==> config.mk <==
export PLATFORM = sky130hd
export DESIGN_NAME = piso_tx_flat
export DESIGN_NICKNAME = d
export VERILOG_FILES = /design/src/rtl/piso_tx_if.sv /design/src/rtl/piso_tx.sv /design/src/flat_wrapper.sv
export SDC_FILE = /design/constraint.sdc
export NUM_CORES = 1
export LEC_CHECK = 0
export ABC_AREA = 0
export CAP_MARGIN = 20
export CORE_MARGIN = 2
export CORE_UTILIZATION = 59
export DETAILED_ROUTE_END_ITERATION = 7
export DONT_BUFFER_PORTS = 1
export PLACE_DENSITY = 0.71
export SYNTH_ARGS = -nofsm -noshare
export SYNTH_HDL_FRONTEND = slang
export SYNTH_SLANG_ARGS = --single-unit
==> constraint.sdc <==
create_clock -name CLK -period 1.6 [get_ports CLK]
set_input_delay 0.08 -clock CLK [delete_from_list [all_inputs] [get_ports CLK]]
set_output_delay 0.08 -clock CLK [all_outputs]
set_load 0.02 [all_outputs]
==> src/rtl/piso_tx_if.sv <==
// piso_tx_if -- parallel-load / serial-out transmitter bus.
//
// Groups the word-side handshake and the serial-side status of piso_tx.
//   D     : parallel data word to transmit (N bits)
//   LOAD  : request to load D, sampled only while READY=1
//   EN    : transmit enable; 0 freezes the frame in progress
//   READY : transmitter idle and able to accept LOAD
//   SDO   : serial data out, idles high
//   BUSY  : frame in progress (inverse of READY)
//   DONE  : one-cycle pulse after a frame completes
// master : the side that supplies words (drives D/LOAD/EN)
// slave  : the transmitter itself
interface piso_tx_if #(
  parameter int N = 8
);
  logic [N-1:0] D;
  logic         LOAD;
  logic         EN;
  logic         READY;
  logic         SDO;
  logic         BUSY;
  logic         DONE;

  modport master (output D, LOAD, EN, input READY, SDO, BUSY, DONE);
  modport slave  (input D, LOAD, EN, output READY, SDO, BUSY, DONE);
endinterface

==> src/rtl/piso_tx.sv <==
// piso_tx -- UART-style parallel-in / serial-out transmitter.
//
// Sends one start bit (0), N data bits LSB first, and one stop bit (1).
// Every bit is held on SDO for DIV enabled clock cycles; EN=0 freezes the
// frame exactly where it is. All outputs come straight from flops.
//
// Ports:
//   CLK   : single clock, rising edge active
//   Reset : asynchronous, active-high reset; aborts any frame in progress
//   bus   : piso_tx_if.slave (D, LOAD, EN in; READY, SDO, BUSY, DONE out)
// Parameters:
//   N   : data word width in bits (N >= 2)
//   DIV : clock cycles per serial bit (DIV >= 1)
module piso_tx #(
  parameter int N   = 8,
  parameter int DIV = 4
) (
  input  logic     CLK,
  input  logic     Reset,
  piso_tx_if.slave bus
);

  localparam int CW = (DIV > 1) ? $clog2(DIV) : 1;
  localparam int IW = $clog2(N);

  typedef enum logic [1:0] {
    S_IDLE,
    S_START,
    S_DATA,
    S_STOP
  } state_t;

  state_t         r_state;
  logic [CW-1:0]  r_cnt;
  logic [IW-1:0]  r_idx;
  logic [N-1:0]   r_shift;
  logic           r_sdo;
  logic           r_ready;
  logic           r_busy;
  logic           r_done;

  state_t         w_state_nxt;
  logic [CW-1:0]  w_cnt_nxt;
  logic [IW-1:0]  w_idx_nxt;
  logic [N-1:0]   w_shift_nxt;
  logic           w_sdo_nxt;
  logic           w_done_nxt;
  logic           w_bit_end;

  // Last enabled cycle of the current bit time.
  assign w_bit_end = bus.EN && (r_cnt == CW'(DIV - 1));

  // State register.
  // NOTE: sequential state uses non-blocking assignments so every flop
  // samples the pre-edge values, independent of statement order.
  always_ff @(posedge CLK or posedge Reset) begin
    if (Reset) begin
      r_state <= S_IDLE;
      r_cnt   <= '0;
      r_idx   <= '0;
      r_shift <= '0;
      r_sdo   <= 1'b1;
      r_ready <= 1'b1;
      r_busy  <= 1'b0;
      r_done  <= 1'b0;
    end else begin
      r_state <= w_state_nxt;
      r_cnt   <= w_cnt_nxt;
      r_idx   <= w_idx_nxt;
      r_shift <= w_shift_nxt;
      r_sdo   <= w_sdo_nxt;
      r_ready <= (w_state_nxt == S_IDLE);
      r_busy  <= (w_state_nxt != S_IDLE);
      r_done  <= w_done_nxt;
    end
  end

  // Next-state and next-output logic.
  always_comb begin
    // NOTE: every signal gets a default before the case so no path through
    // the block leaves it unassigned (which would infer a latch).
    w_state_nxt = r_state;
    w_cnt_nxt   = r_cnt;
    w_idx_nxt   = r_idx;
    w_shift_nxt = r_shift;
    w_done_nxt  = 1'b0;

    unique case (r_state)
      S_IDLE: begin
        // EN does not gate acceptance; it only paces the frame.
        if (bus.LOAD) begin
          w_state_nxt = S_START;
          w_shift_nxt = bus.D;
          w_cnt_nxt   = '0;
          w_idx_nxt   = '0;
        end
      end
      S_START: begin
        if (w_bit_end) begin
          w_cnt_nxt   = '0;
          w_state_nxt = S_DATA;
        end else if (bus.EN) begin
          w_cnt_nxt = r_cnt + CW'(1);
        end
      end
      S_DATA: begin
        if (w_bit_end) begin
          w_cnt_nxt   = '0;
          // Bit 0 of the shift register is always the bit on the wire.
          w_shift_nxt = {1'b0, r_shift[N-1:1]};
          if (r_idx == IW'(N - 1)) begin
            w_state_nxt = S_STOP;
          end else begin
            w_idx_nxt = r_idx + IW'(1);
          end
        end else if (bus.EN) begin
          w_cnt_nxt = r_cnt + CW'(1);
        end
      end
      S_STOP: begin
        if (w_bit_end) begin
          w_cnt_nxt   = '0;
          w_state_nxt = S_IDLE;
          w_done_nxt  = 1'b1;
        end else if (bus.EN) begin
          w_cnt_nxt = r_cnt + CW'(1);
        end
      end
      default: w_state_nxt = S_IDLE;
    endcase

    // SDO is computed from the next state so it can be registered and still
    // line up with the state it describes.
    unique case (w_state_nxt)
      S_START: w_sdo_nxt = 1'b0;
      S_DATA:  w_sdo_nxt = w_shift_nxt[0];
      default: w_sdo_nxt = 1'b1;
    endcase
  end

  assign bus.SDO   = r_sdo;
  assign bus.READY = r_ready;
  assign bus.BUSY  = r_busy;
  assign bus.DONE  = r_done;

endmodule

==> src/flat_wrapper.sv <==
// flat-port wrapper written by rule: the top's interface ports become plain ports
module piso_tx_flat 
#(
  parameter int N   = 8,
  parameter int DIV = 4
)
  (CLK, Reset, bus_D, bus_LOAD, bus_EN, bus_READY, bus_SDO, bus_BUSY, bus_DONE);
  piso_tx_if #(.N(N)) bus_i ();
  input  logic CLK;
  input  logic Reset;
  input wire logic [$bits(bus_i.D)-1:0] bus_D;
  input wire logic [$bits(bus_i.LOAD)-1:0] bus_LOAD;
  input wire logic [$bits(bus_i.EN)-1:0] bus_EN;
  output wire logic [$bits(bus_i.READY)-1:0] bus_READY;
  output wire logic [$bits(bus_i.SDO)-1:0] bus_SDO;
  output wire logic [$bits(bus_i.BUSY)-1:0] bus_BUSY;
  output wire logic [$bits(bus_i.DONE)-1:0] bus_DONE;
  assign bus_i.D = bus_D;
  assign bus_i.LOAD = bus_LOAD;
  assign bus_i.EN = bus_EN;
  assign bus_READY = bus_i.READY;
  assign bus_SDO = bus_i.SDO;
  assign bus_BUSY = bus_i.BUSY;
  assign bus_DONE = bus_i.DONE;
  piso_tx #(.N(N), .DIV(DIV)) u_core (.CLK(CLK), .Reset(Reset), .bus(bus_i));
endmodule
==> results.md, run 1 <==
- Status: finished, final reports clean
- Post-synth EDFFs: 0
- Reg2reg end: u_core.r_idx[1]$_DFFE_PP0P_
- Vias in the first global route: 701
- RSZ-0062 raised after global routing: false
- Worst R2R Path Depth: 3
- Cell Area, Synth: 950 um^2
- Seq/Total Area, Yosys: between 50% and 60%
- Diodes inserted: 0
- Met1 Resource Use GR: roughly a quarter
- YS warnings: 0
- Clock sink count: 19
- Fin crit period: roughly 1.5 ns
- Library cells used by synthesis: 36
- FILL cells: roughly 100
- Final #Nets: ~120
- CP Launch Type: flop
- Port Buffer Count: 0
- HP Class: in -> reg
- Maximum fanout along the worst path: 11
- Clk buf depth: 2
- Worst-Margin Slew: 0.685 ns
- All-layer global routing usage: 20.3%
- Worst VDD drop: 0.000925 V
- Final-report setup violation count: 0
- MaxCap Viol Count: 0
- Design area: 0.00109 mm^2
- Post-detail-place hpwl: 1170 um
- #FFs+latches synth: 19
- Post-route ant nets: 0
- Setup TNS: 0 ns
- FP Rows: 14
- Initial Util: 63.0%
- DR iter-0 viols: 16
- M3 GR Usage: 3.67%
- Worst Setup EP: u_core.r_idx[1]$_DFFE_PP0P_
- R2R setup slack: 0.1 ns
- Syn Inst Count: 89
- Die height: 44.1 um
- Syn_nets: 104
- Area growth, synth to finish: 15.0%
- DRT Pass-1 Iters: 4
- I/O pin count: 16
- Routed wire per std cell: roughly 15 um
- M2 GR Usage: 33.5%
- Final Hold Vio Count: 0
- Worst Setup End Kind: flop
- Largest net degree at the start of global routing: 20
- CTS tree: yes
- First-pass GRT wire length: 2920 um
- CTS Root Cell: clkbuf_4
- Layout cells sized above 1: 14.9%
- Ys flop type: dfrtp_1
- GR peak layer: met2
- H-tree depth: 1
- DR vias/cell: 5.95
- FF-to-FF Start: u_core.r_state[1]$_DFF_PP0_
- Final WL: between 1500 and 2000 um
- Crit path DAT: around 1.7 ns
- Global route overflow: 0
- GPL Wtd Cong: 0.794
- # DRC: 0
- Max Fclk: 665 MHz
- Asr flop ratio synth: 100%
- Die Area: 0.00195 mm^2
- P per Cell Area: between 1500 and 2000 mW/mm^2
- Layout Skew: 0.00883 ns
- Slew Viols, Final: 0
- DP Area: around 950 um^2
- WS Path Type: reg -> reg
- Worst EP required: 1.77 ns
- Antenna violations before repair: 0
- Crit. Startpoint: u_core.r_state[1]$_DFF_PP0_
- Later-pin clock latency in the skew report: ~0.29 ns
- CTS clk-pin slew, worst paths: 0.11 ns
- Core Util, Final: roughly 73%
- Avg Cell Area, Syn: 10.7 um^2
- Slew HR: 54.3%
- Core area: 0.00151 mm^2
- Vias after detailed routing: between 600 and 700
- Total CTS buffers: 3
- Lkg Pwr: 0.520 nW
- Die Wd: roughly 44 um
- Final cycle utilization of the critical path: 94.0%
[power breakdown]
| group | internal, mW | switching [mW] |
|---|---|---|
| clock network | 0.0930 | 0.140 |
| registers | 0.701 | 0.218 |
| logic | 0.280 | 0.281 |
[stage by stage]
stage | setup slack (ns) | hold WS (ns) | total power, mW | instances
2_1_floorplan | 0.180 | 0.0296 | 1.38 | 89
3_3_place_gp | 0.121 | 0.109 | 1.42 | 102
3_5_place_dp | 0.0930 | 0.123 | 1.45 | 102
4_1_cts | 0.0659 | 0.0161 | 1.71 | 117
5_1_grt | 0.00925 | 0.0400 | 1.86 | 117
6_report | 0.0955 | 0.0203 | 1.71 | 117
[synth_stat cells, drive strengths merged (2+ instances only)]
master / number / area share, %
dfrtp: 17 / 45
a22oi: 8 / 6.9
nand2: 8 / 3.2
nand3: 8 / 4.2
nor2: 6 / 2.6
a22o: 4 / 3.7
a21oi: 3 / 1.6
buf: 3 / 2.9
ha: 3 / 4.0
inv: 3 / 1.2
and3: 2 / 1.3
clkbuf: 2 / 0.92
dfstp: 2 / 5.5
o21ai: 2 / 1.1
[cell type report]
| cell class | count | area, um^2 | area share, % |
|---|---|---|---|
| flip-flops and latches | 19 | 478 | 43.8 |
| clock inverters | 1 | 5.00 | 0.458 |
| inverters | 3 | 11.3 | 1.03 |
| clock buffers | 3 | 22.5 | 2.06 |
| repair buffers | 13 | 125 | 11.5 |
| multi-input cells | 62 | 430 | 39.4 |
| well taps | 16 | 20.0 | 1.83 |
[layer usage]
layer  part of all wire (%)  up-vias
met2                     46       16
met5                      0        -
met4                    1.5        0
li1                       -      350
met1                     49      325
met3                    3.4        5
[critical path: stages, from the launching register on]
cell	delay [ns]
dfrtp_1	0.52
or3b_1	0.56
a22oi_2	0.20
o32ai_1	0.10
[flip-flops by register name, indices dropped and copies added (netlist names)]
signal and count:
u_core.bus.BUSY 1, u_core.bus.DONE 1, u_core.bus.READY 1, u_core.bus.SDO 1, u_core.r_cnt 2, u_core.r_idx 3
u_core.r_shift 8, u_core.r_state 2
[cells in the final DEF, fill, tap and decap left out, types with 2 or more instances in the layout]
cell and n:
ha_2 2, a22oi_1 7, dfstp_2 2, a22o_1 4, and3_1 2, inv_1 3
dlygate4sd3_1 11, nand3_1 8, nor2_1 5, dfrtp_1 17, a21oi_1 3, nand2_1 8
clkbuf_4 3, buf_4 2
[worst min path at each step]
stage | startpoint | end | slack, ns | cells after the start
after floorplan | Reset | u_core.bus.BUSY$_DFF_PP0_ | 0.03 | 1
after global placement | Reset | u_core.bus.DONE$_DFF_PP0_ | 0.11 | 1
after detailed placement | Reset | u_core.bus.DONE$_DFF_PP0_ | 0.12 | 1
after CTS | bus_LOAD | u_core.r_idx[0]$_DFFE_PP0P_ | 0.02 | 3
after global routing | bus_EN | u_core.bus.SDO$_DFF_PP1_ | 0.04 | 3
final | bus_LOAD | u_core.r_idx[0]$_DFFE_PP0P_ | 0.02 | 3
[cell families after synthesis]
| group | share of synthesized area, % |
|---|---|
| compound gates | 17.3 |
| xor+xnor | 0.922 |
| fa+ha+maj | 3.95 |
| buf+inv | 5.00 |
| flops | 50.3 |
| mux | 1.05 |
| simple gates | 21.5 |
[repair_timing]
action,CTS,global route
hold endpoints to repair,28,0
hold buffers,11,0
resized for setup,0,4
setup buffers,0,0
setup endpoints to repair,0,4
No activity file was read; power rests on OpenSTA's default activity.
==> run 2: changes to the inputs <==
--- a/config.mk
+++ b/config.mk
@@ -5,9 +5,9 @@
 export SDC_FILE = /design/constraint.sdc
 export NUM_CORES = 1
 export LEC_CHECK = 0
-export ABC_AREA = 0
+export ABC_AREA = 1
 export CAP_MARGIN = 20
-export CORE_MARGIN = 2
+export CORE_MARGIN = 3
 export CORE_UTILIZATION = 59
 export DETAILED_ROUTE_END_ITERATION = 7
 export DONT_BUFFER_PORTS = 1
==> run 2 against run 1 <==
Design area shrank 3.8%. Count of clock-buffer cells in the layout is the same. Global-route usage grew 0.34 points. Power grew 3.3%. Clock skew shrank 0.00075 ns. Critical path depth grew 6. Clock power grew 3%. Worst hold slack gained 0.015 ns. First-iteration DRC count shrank 38%. Die area grew 5.7%. Non-clock buffer count shrank 3. Critical path type unchanged. Critical endpoint is now u_core.bus.SDO$_DFF_PP1_. Highest routed layer unchanged.
==> results.md, run 2 <==
- Status: finished, final reports clean (unchanged)
- Fin worst setup slack: 0.183 ns (was 0.0955 ns)
- Slew HR: 54.1% (was 54.3%)
- Lkg Pwr: 0.522 nW (was 0.520 nW)
- Post-route ant nets: 0 (unchanged)
- CTS Root Cell: clkbuf_4 (unchanged)
- Clock sink count: 19 (unchanged)
- Worst-Margin Slew: 0.687 ns (was 0.685 ns)
- Syn_nets: 121 (was 104)
- Post-CTS Setup Bufs: 0 (unchanged)
- MaxCap Viol Count: 0 (unchanged)
- Crit-path slowest cell: dfrtp_1 (was or3b_1)
- Post-detail-place hpwl: 1130 um (was 1170 um)
- Worst R2R Path Depth: 9 (was 3)
- DP Worst Slack: 0.202 ns (was 0.0930 ns)
- Top flop regs: u_core.r_shift (8), u_core.r_idx (3) (unchanged)
- Ys flop type: dfrtp_1 (unchanged)
- Antenna violations before repair: 0 (unchanged)
- Avg Cell Area, Syn: 8.63 um^2 (was 10.7 um^2)
- Finished Layout Cells: 134 (was 117)
- Die height: 45.4 um (was 44.1 um)
- Max Fclk: 706 MHz (was 665 MHz)
- Routed wire per std cell: 12.7 um (was 14.5 um)
- Vias in the first global route: 724 (was 701)
- Total CTS buffers: 3 (unchanged)
- Post-synth EDFFs: 0 (unchanged)
- GPL Wtd Cong: 0.876 (was 0.794)
- CP Launch Type: flop (unchanged)
- I/O pin count: 16 (unchanged)
- R2R setup slack: 0.18 ns (was 0.1 ns)
- Area leader, netlist: dfrtp_1 (unchanged)
- Cells after DPL: 121 (was 102)
- Layout Skew: 0.00808 ns (was 0.00883 ns)
- Buf/Inv on CP: 2 (was 0)
- FILL cells: 98 (was 103)
- Reg2reg end: u_core.bus.SDO$_DFF_PP1_ (was u_core.r_idx[1]$_DFFE_PP0P_)
- Max reg flops: 8 (unchanged)
- First-pass GRT wire length: 3020 um (was 2920 um)
- Seq/Total Area, Yosys: 52.3% (was 50.3%)
- All-layer global routing usage: 20.6% (was 20.3%)
- Worst Hold Depth: 2 (was 3)
- DR vias/cell: 5.27 (was 5.95)
- Initial Util: 66.2% (was 63.0%)
- Worst VDD drop: 0.000908 V (was 0.000925 V)
- Most used cell, CP: nand2_1
- Final Hold Vio Count: 0 (unchanged)
- Top-area cell type share of the netlist area: 46.5% (was 44.8%)
- Slew Viols, Final: 0 (unchanged)
- Port Buffer Count: 0 (unchanged)
- Setup TNS: 0 ns (unchanged)
- DRT Pass-1 Iters: 4 (unchanged)
- # DRC: 0 (unchanged)
- #FFs+latches synth: 19 (unchanged)
- RSZ-0062 raised after global routing: false (unchanged)
- Clk buf depth: 2 (unchanged)
- Syn Inst Count: 106 (was 89)
- Slowest Stage Delay on Critical Path: 0.41 ns (was 0.56 ns)
- Asr flop ratio synth: 100% (unchanged)
- Worst Setup End Kind: flop (unchanged)
- Core Util, Final: 76.0% (was 72.5%)
- Largest net degree at the start of global routing: 20 (unchanged)
- Core area: 0.00138 mm^2 (was 0.00151 mm^2)
- Design area: 0.00105 mm^2 (was 0.00109 mm^2)
- Commonest non-fill, non-tap cell in the layout: nand2_1 (was dfrtp_1)
- Top-count cell post-synth: nand2_1 (was dfrtp_1)
- DR iter-0 viols: 10 (was 16)
- Crit path DAT: 1.66 ns (was 1.68 ns)
- WS Path Type: reg -> reg (unchanged)
- Delay-heaviest family, CP: simple AND/OR/NAND/NOR gates (unchanged)
- FP Rows: 13 (was 14)
- Maximum fanout along the worst path: 8 (was 11)
- P per Cell Area: 1680 mW/mm^2 (was 1570 mW/mm^2)
- YS warnings: 0 (unchanged)
- DP Area: 933 um^2 (was 948 um^2)
- Later-pin clock latency in the skew report: 0.30 ns (was 0.29 ns)
- Global route overflow: 0 (unchanged)
- Final WL: 1700 um (about the same)
- Final cycle utilization of the critical path: 88.5% (was 94.0%)
- Worst Setup EP: u_core.bus.SDO$_DFF_PP1_ (was u_core.r_idx[1]$_DFFE_PP0P_)
- Critical Path Stages: 9 (was 3)
- Final #Nets: 135 (was 117)
- Final hold slack: 0.0352 ns (was 0.0203 ns)
- FF-to-FF Start: u_core.r_cnt[0]$_DFFE_PP0P_ (was u_core.r_state[1]$_DFF_PP0_)
- Post-cts repair resize count: 0 (unchanged)
- Diodes inserted: 0 (unchanged)
- CTS clk-pin slew, worst paths: 0.11 ns (about the same)
- Crit-path cells: ha_1, nand2_2, inv_1, nor2_1, inv_1, nand2_1, nand2_1, nand2_1, nand2_1 (was or3b_1, a22oi_2, o32ai_1)
- Crit. Startpoint: u_core.r_cnt[0]$_DFFE_PP0P_ (was u_core.r_state[1]$_DFF_PP0_)
- Area growth, synth to finish: 14.9% (was 15.0%)
- Fin crit period: 1.42 ns (was 1.50 ns)
- Final-report setup violation count: 0 (unchanged)
- Worst EP required: 1.84 ns (was 1.77 ns)
- Top cells by count, synth: nand2_1 (19), inv_1 (18), dfrtp_1 (17), o21ai_1 (11), nand3_1 (8) (was dfrtp_1 (17), nand2_1 (8), nand3_1 (8), a22oi_1 (7), nor2_1 (5))
- Die Area: 0.00206 mm^2 (was 0.00195 mm^2)
- Layout cells sized above 1: 12.6% (was 14.9%)
- Cell Area, Synth: 915 um^2 (was 950 um^2)
- Die Wd: 45.4 um (was 44.1 um)
- Vias after detailed routing: 706 (was 696)
- Top cells by area, synth: dfrtp_1 (47%), nand2_1 (7.8%), inv_1 (7.4%) (was dfrtp_1 (45%), a22oi_1 (5.5%), dfstp_2 (5.5%))
- CTS tree: yes (unchanged)
- Most frequent cells in the layout: nand2_1 (19), inv_1 (18), dfrtp_1 (17) (was dfrtp_1 (17), dlygate4sd3_1 (11), nand2_1 (8), nand3_1 (8), a22oi_1 (7))
- H-tree depth: 1 (unchanged)
- HP Class: in -> reg (unchanged)
- Most flops, register: u_core.r_shift (unchanged)
- Library cells used by synthesis: 19 (was 36)
- Overall power: 1.77 mW (was 1.71 mW)
-- run 2: cell types whose count changed after synthesis, moves of 4 or more --
cell / before / now
nand2_1: 8 / 19
inv_1: 3 / 18
a22o_1: 4 / 0
o21ai_1: 0 / 11
-- run 2: how the worst min path moves through the flow --
stage / from / to / slack [ns]
2_1_floorplan: Reset / u_core.bus.BUSY$_DFF_PP0_ / 0.03
4_1_cts: bus_EN / u_core.r_cnt[0]$_DFFE_PP0P_ / 0.03
5_1_grt: bus_LOAD / u_core.r_state[0]$_DFF_PP0_ / 0.05
6_report: bus_EN / u_core.r_cnt[0]$_DFFE_PP0P_ / 0.04
3_3_place_gp: Reset / u_core.bus.DONE$_DFF_PP0_ / 0.11
3_5_place_dp: Reset / u_core.r_state[1]$_DFF_PP0_ / 0.12
-- run 2: report_power, final --
part | internal (mW) | total [mW] | switching (mW)
sequential | 0.709 | 0.909 | 0.200
combinational | 0.241 | 0.619 | 0.378
clock | 0.0932 | 0.240 | 0.147
total | 1.04 | 1.77 | 0.726
-- run 2: logic make-up (layout without fill, tap and decap cells) --
logic type	Yosys count	after routing	synth area share, %
AND/OR/NAND/NOR	42	42	20.8
adder cells (fa/ha/maj)	3	3	4.10
buffers and inverters	21	34	9.03
flip-flops	19	19	52.3
AO/OA/AOI/OAI	21	21	13.8
-- run 2: routing by layer --
layer	share of wire (%)	wire length, um	up-vias	GRT usage, %
met5	0	0	-	0
met2	45	766	16	33.1
met1	49	827	316	26.9
met3	4.9	84	4	3.95
li1	-	-	370	-
met4	1.5	25	0	9.36
-- run 2: timing repair --
action / CTS / global route
hold endpoints to repair: 25 / 0
setup endpoints to repair: 0 / 0
hold buffers: 9 / 0
-- run 2: layout make-up --
type	count	area, um^2	area share (%)
flip-flops and latches	19	478	45.5
multi-input cells	66	354	33.7
repair buffers	10	97.6	9.29
inverters	20	75.1	7.14
clock buffers	3	22.5	2.14
well taps	15	18.8	1.79
clock inverters	1	5.00	0.476
==> run 3: changes to the inputs <==
--- a/config.mk
+++ b/config.mk
@@ -5,7 +5,6 @@
 export SDC_FILE = /design/constraint.sdc
 export NUM_CORES = 1
 export LEC_CHECK = 0
-export ABC_AREA = 1
 export CAP_MARGIN = 20
 export CORE_MARGIN = 3
 export CORE_UTILIZATION = 59
==> run 3 against run 2 <==
Die area rose by 3.3%. Fmax fell by 6.6%. Core utilization rose by 2.2 points. Worst setup slack got worse by 0.099 ns. Final cell count fell by 13%. Combinational power fell by 8.2%. Largest cell class unchanged.
==> results.md, run 3 (synthesis gave the netlist of run 1 again) <==
- Core area: 0.00140 mm^2 (was 0.00138 mm^2)
- P per Cell Area: 1590 mW/mm^2 (was 1680 mW/mm^2)
- Worst Hold Depth: 2 (unchanged)
- Total CTS buffers: 3 (unchanged)
- # DRC: 0 (unchanged)
- GPL Wtd Cong: 0.819 (was 0.876)
- Max reg flops: 8 (unchanged)
- First-pass GRT wire length: 3050 um (was 3020 um)
- CTS clk-pin slew, worst paths: 0.11 ns (about the same)
- Worst Setup End Kind: flop (unchanged)
- Layout Skew: 0.0101 ns (was 0.00808 ns)
- Vias after detailed routing: 729 (was 706)
- Antenna violations before repair: 0 (unchanged)
- CTS tree: yes (unchanged)
- All-layer global routing usage: 20.7% (was 20.6%)
- Final cycle utilization of the critical path: 94.7% (was 88.5%)
- DR vias/cell: 6.28 (was 5.27)
- CTS Root Cell: clkbuf_4 (unchanged)
- Most frequent cells in the layout: dfrtp_1 (17), dlygate4sd3_1 (11), nand2_1 (8), nand3_1 (8), a22oi_1 (7) (was nand2_1 (19), inv_1 (18), dfrtp_1 (17))
- FP Rows: 13 (unchanged)
- DR iter-0 viols: 26 (was 10)
- Final-report setup violation count: 0 (unchanged)
- Commonest non-fill, non-tap cell in the layout: dfrtp_1 (was nand2_1)
- DRT Pass-1 Iters: 4 (unchanged)
- Slew Viols, Final: 0 (unchanged)
- Fin crit period: 1.52 ns (was 1.42 ns)
- H-tree depth: 1 (unchanged)
- Die Wd: 46.1 um (was 45.4 um)
- Overall power: 1.74 mW (was 1.77 mW)
- Layout cells sized above 1: 13.9% (was 12.6%)
- Port Buffer Count: 0 (unchanged)
- I/O pin count: 16 (unchanged)
- Lkg Pwr: 0.519 nW (was 0.522 nW)
- Routed wire per std cell: 15.7 um (was 12.7 um)
- Initial Util: 67.9% (was 66.2%)
- Core Util, Final: 78.2% (was 76.0%)
- Area growth, synth to finish: 15.2% (was 14.9%)
- Status: finished, final reports clean (unchanged)
- Post-detail-place hpwl: 1250 um (was 1130 um)
- Global route overflow: 0 (unchanged)
- Final Hold Vio Count: 0 (unchanged)
- CP Launch Type: flop (unchanged)
- Most flops, register: u_core.r_shift (unchanged)
- Crit path DAT: 1.70 ns (was 1.66 ns)
- Vias in the first global route: 667 (was 724)
- Final #Nets: 117 (was 135)
- WS Path Type: reg -> reg (unchanged)
- Largest net degree at the start of global routing: 20 (unchanged)
- Worst EP required: 1.79 ns (was 1.84 ns)
- Max Fclk: 660 MHz (was 706 MHz)
- Later-pin clock latency in the skew report: 0.30 ns (about the same)
- Diodes inserted: 0 (unchanged)
- Die height: 46.1 um (was 45.4 um)
- Worst-Margin Slew: 0.690 ns (was 0.687 ns)
- Final hold slack: 0.00949 ns (was 0.0352 ns)
- Top flop regs: u_core.r_shift (8), u_core.r_idx (3) (unchanged)
- Worst R2R Path Depth: 4 (was 9)
- HP Class: in -> reg (unchanged)
- Clk buf depth: 2 (unchanged)
- Die Area: 0.00213 mm^2 (was 0.00206 mm^2)
- Post-route ant nets: 0 (unchanged)
- Worst VDD drop: 0.00109 V (was 0.000908 V)
- Clock sink count: 19 (unchanged)
- Final WL: 1820 um (was 1700 um)
- Slew HR: 53.9% (was 54.1%)
- Maximum fanout along the worst path: 7 (was 8)
- MaxCap Viol Count: 0 (unchanged)
==> run 3: cell count changes in the layout (fill, tap and decap cells not counted), sizes merged, moves of 2 or more <==
cell,delta
nand4,-2
nor2,-3
dlygate4sd3,+2
o21ai,-11
inv,-17
a22oi,+2
a21oi,+2
a22o,+4
nand2,-13
and3,+2
==> run 3: worst max-delay path, cell delays in order, from the launching register on <==
cell and delay (ns):
dfrtp_1 0.38, ha_1 0.31, and4b_2 0.35, nor2_2 0.07, a211o_1 0.30
==> run 3: power by group <==
| part | switching, mW | total [mW] | internal (mW) |
|---|---|---|---|
| Clock | 0.148 | 0.245 | 0.0972 |
| Combinational | 0.293 | 0.568 | 0.275 |
| Sequential | 0.223 | 0.925 | 0.702 |
==> run 3: area by class of cell <==
type | count | area, um^2
repair buffers | 13 | 125
flip-flops and latches | 19 | 478
fillers | 91 | 305
clock buffers | 4 | 26.3
inverters | 3 | 11.3
multi-input cells | 62 | 434
well taps | 15 | 18.8
==> run 3: timing repair <==
item                                   in CTS  in global routing
endpoints found under the hold margin      28                  0
hold buffers                               11                  0
setup buffers                               0                  0
setup endpoints to repair                   0                  2
resized for setup                           0                  3
==> run 3: worst paths after layout <==
check,from,end,slack (ns)
max reg2reg,u_core.r_cnt[0]$_DFFE_PP0P_,u_core.r_idx[2]$_DFFE_PP0P_,0.08
min reg2reg,u_core.r_shift[5]$_DFFE_PP0P_,u_core.r_shift[4]$_DFFE_PP0P_,0.50
min in group asynchronous,Reset,u_core.bus.DONE$_DFF_PP0_,0.31
max,u_core.r_cnt[0]$_DFFE_PP0P_,u_core.r_idx[2]$_DFFE_PP0P_,0.08
max in group asynchronous,Reset,u_core.r_shift[6]$_DFFE_PP0P_,0.85
min,bus_LOAD,u_core.r_state[0]$_DFF_PP0_,0.009
==> run 3: per-layer routing <==
metal	part of all wire, %	global-route usage, %	routed length [um]
met5	0	0	0
met4	2.1	10.2	38
met3	3.7	3.52	68
met2	48	32.4	874
met1	46	27.5	837
==> run 3: per-stage QoR <==
step                setup WS [ns]  cell area, um^2  TNS [ns]  std cells
floorplan                   0.180              950         0         89
global placement            0.104              947         0        101
detailed placement         0.0914              947         0        101
CTS                        0.0582             1080         0        116
global route              -0.0105             1090   -0.0105        116
finish                     0.0841             1090         0        116
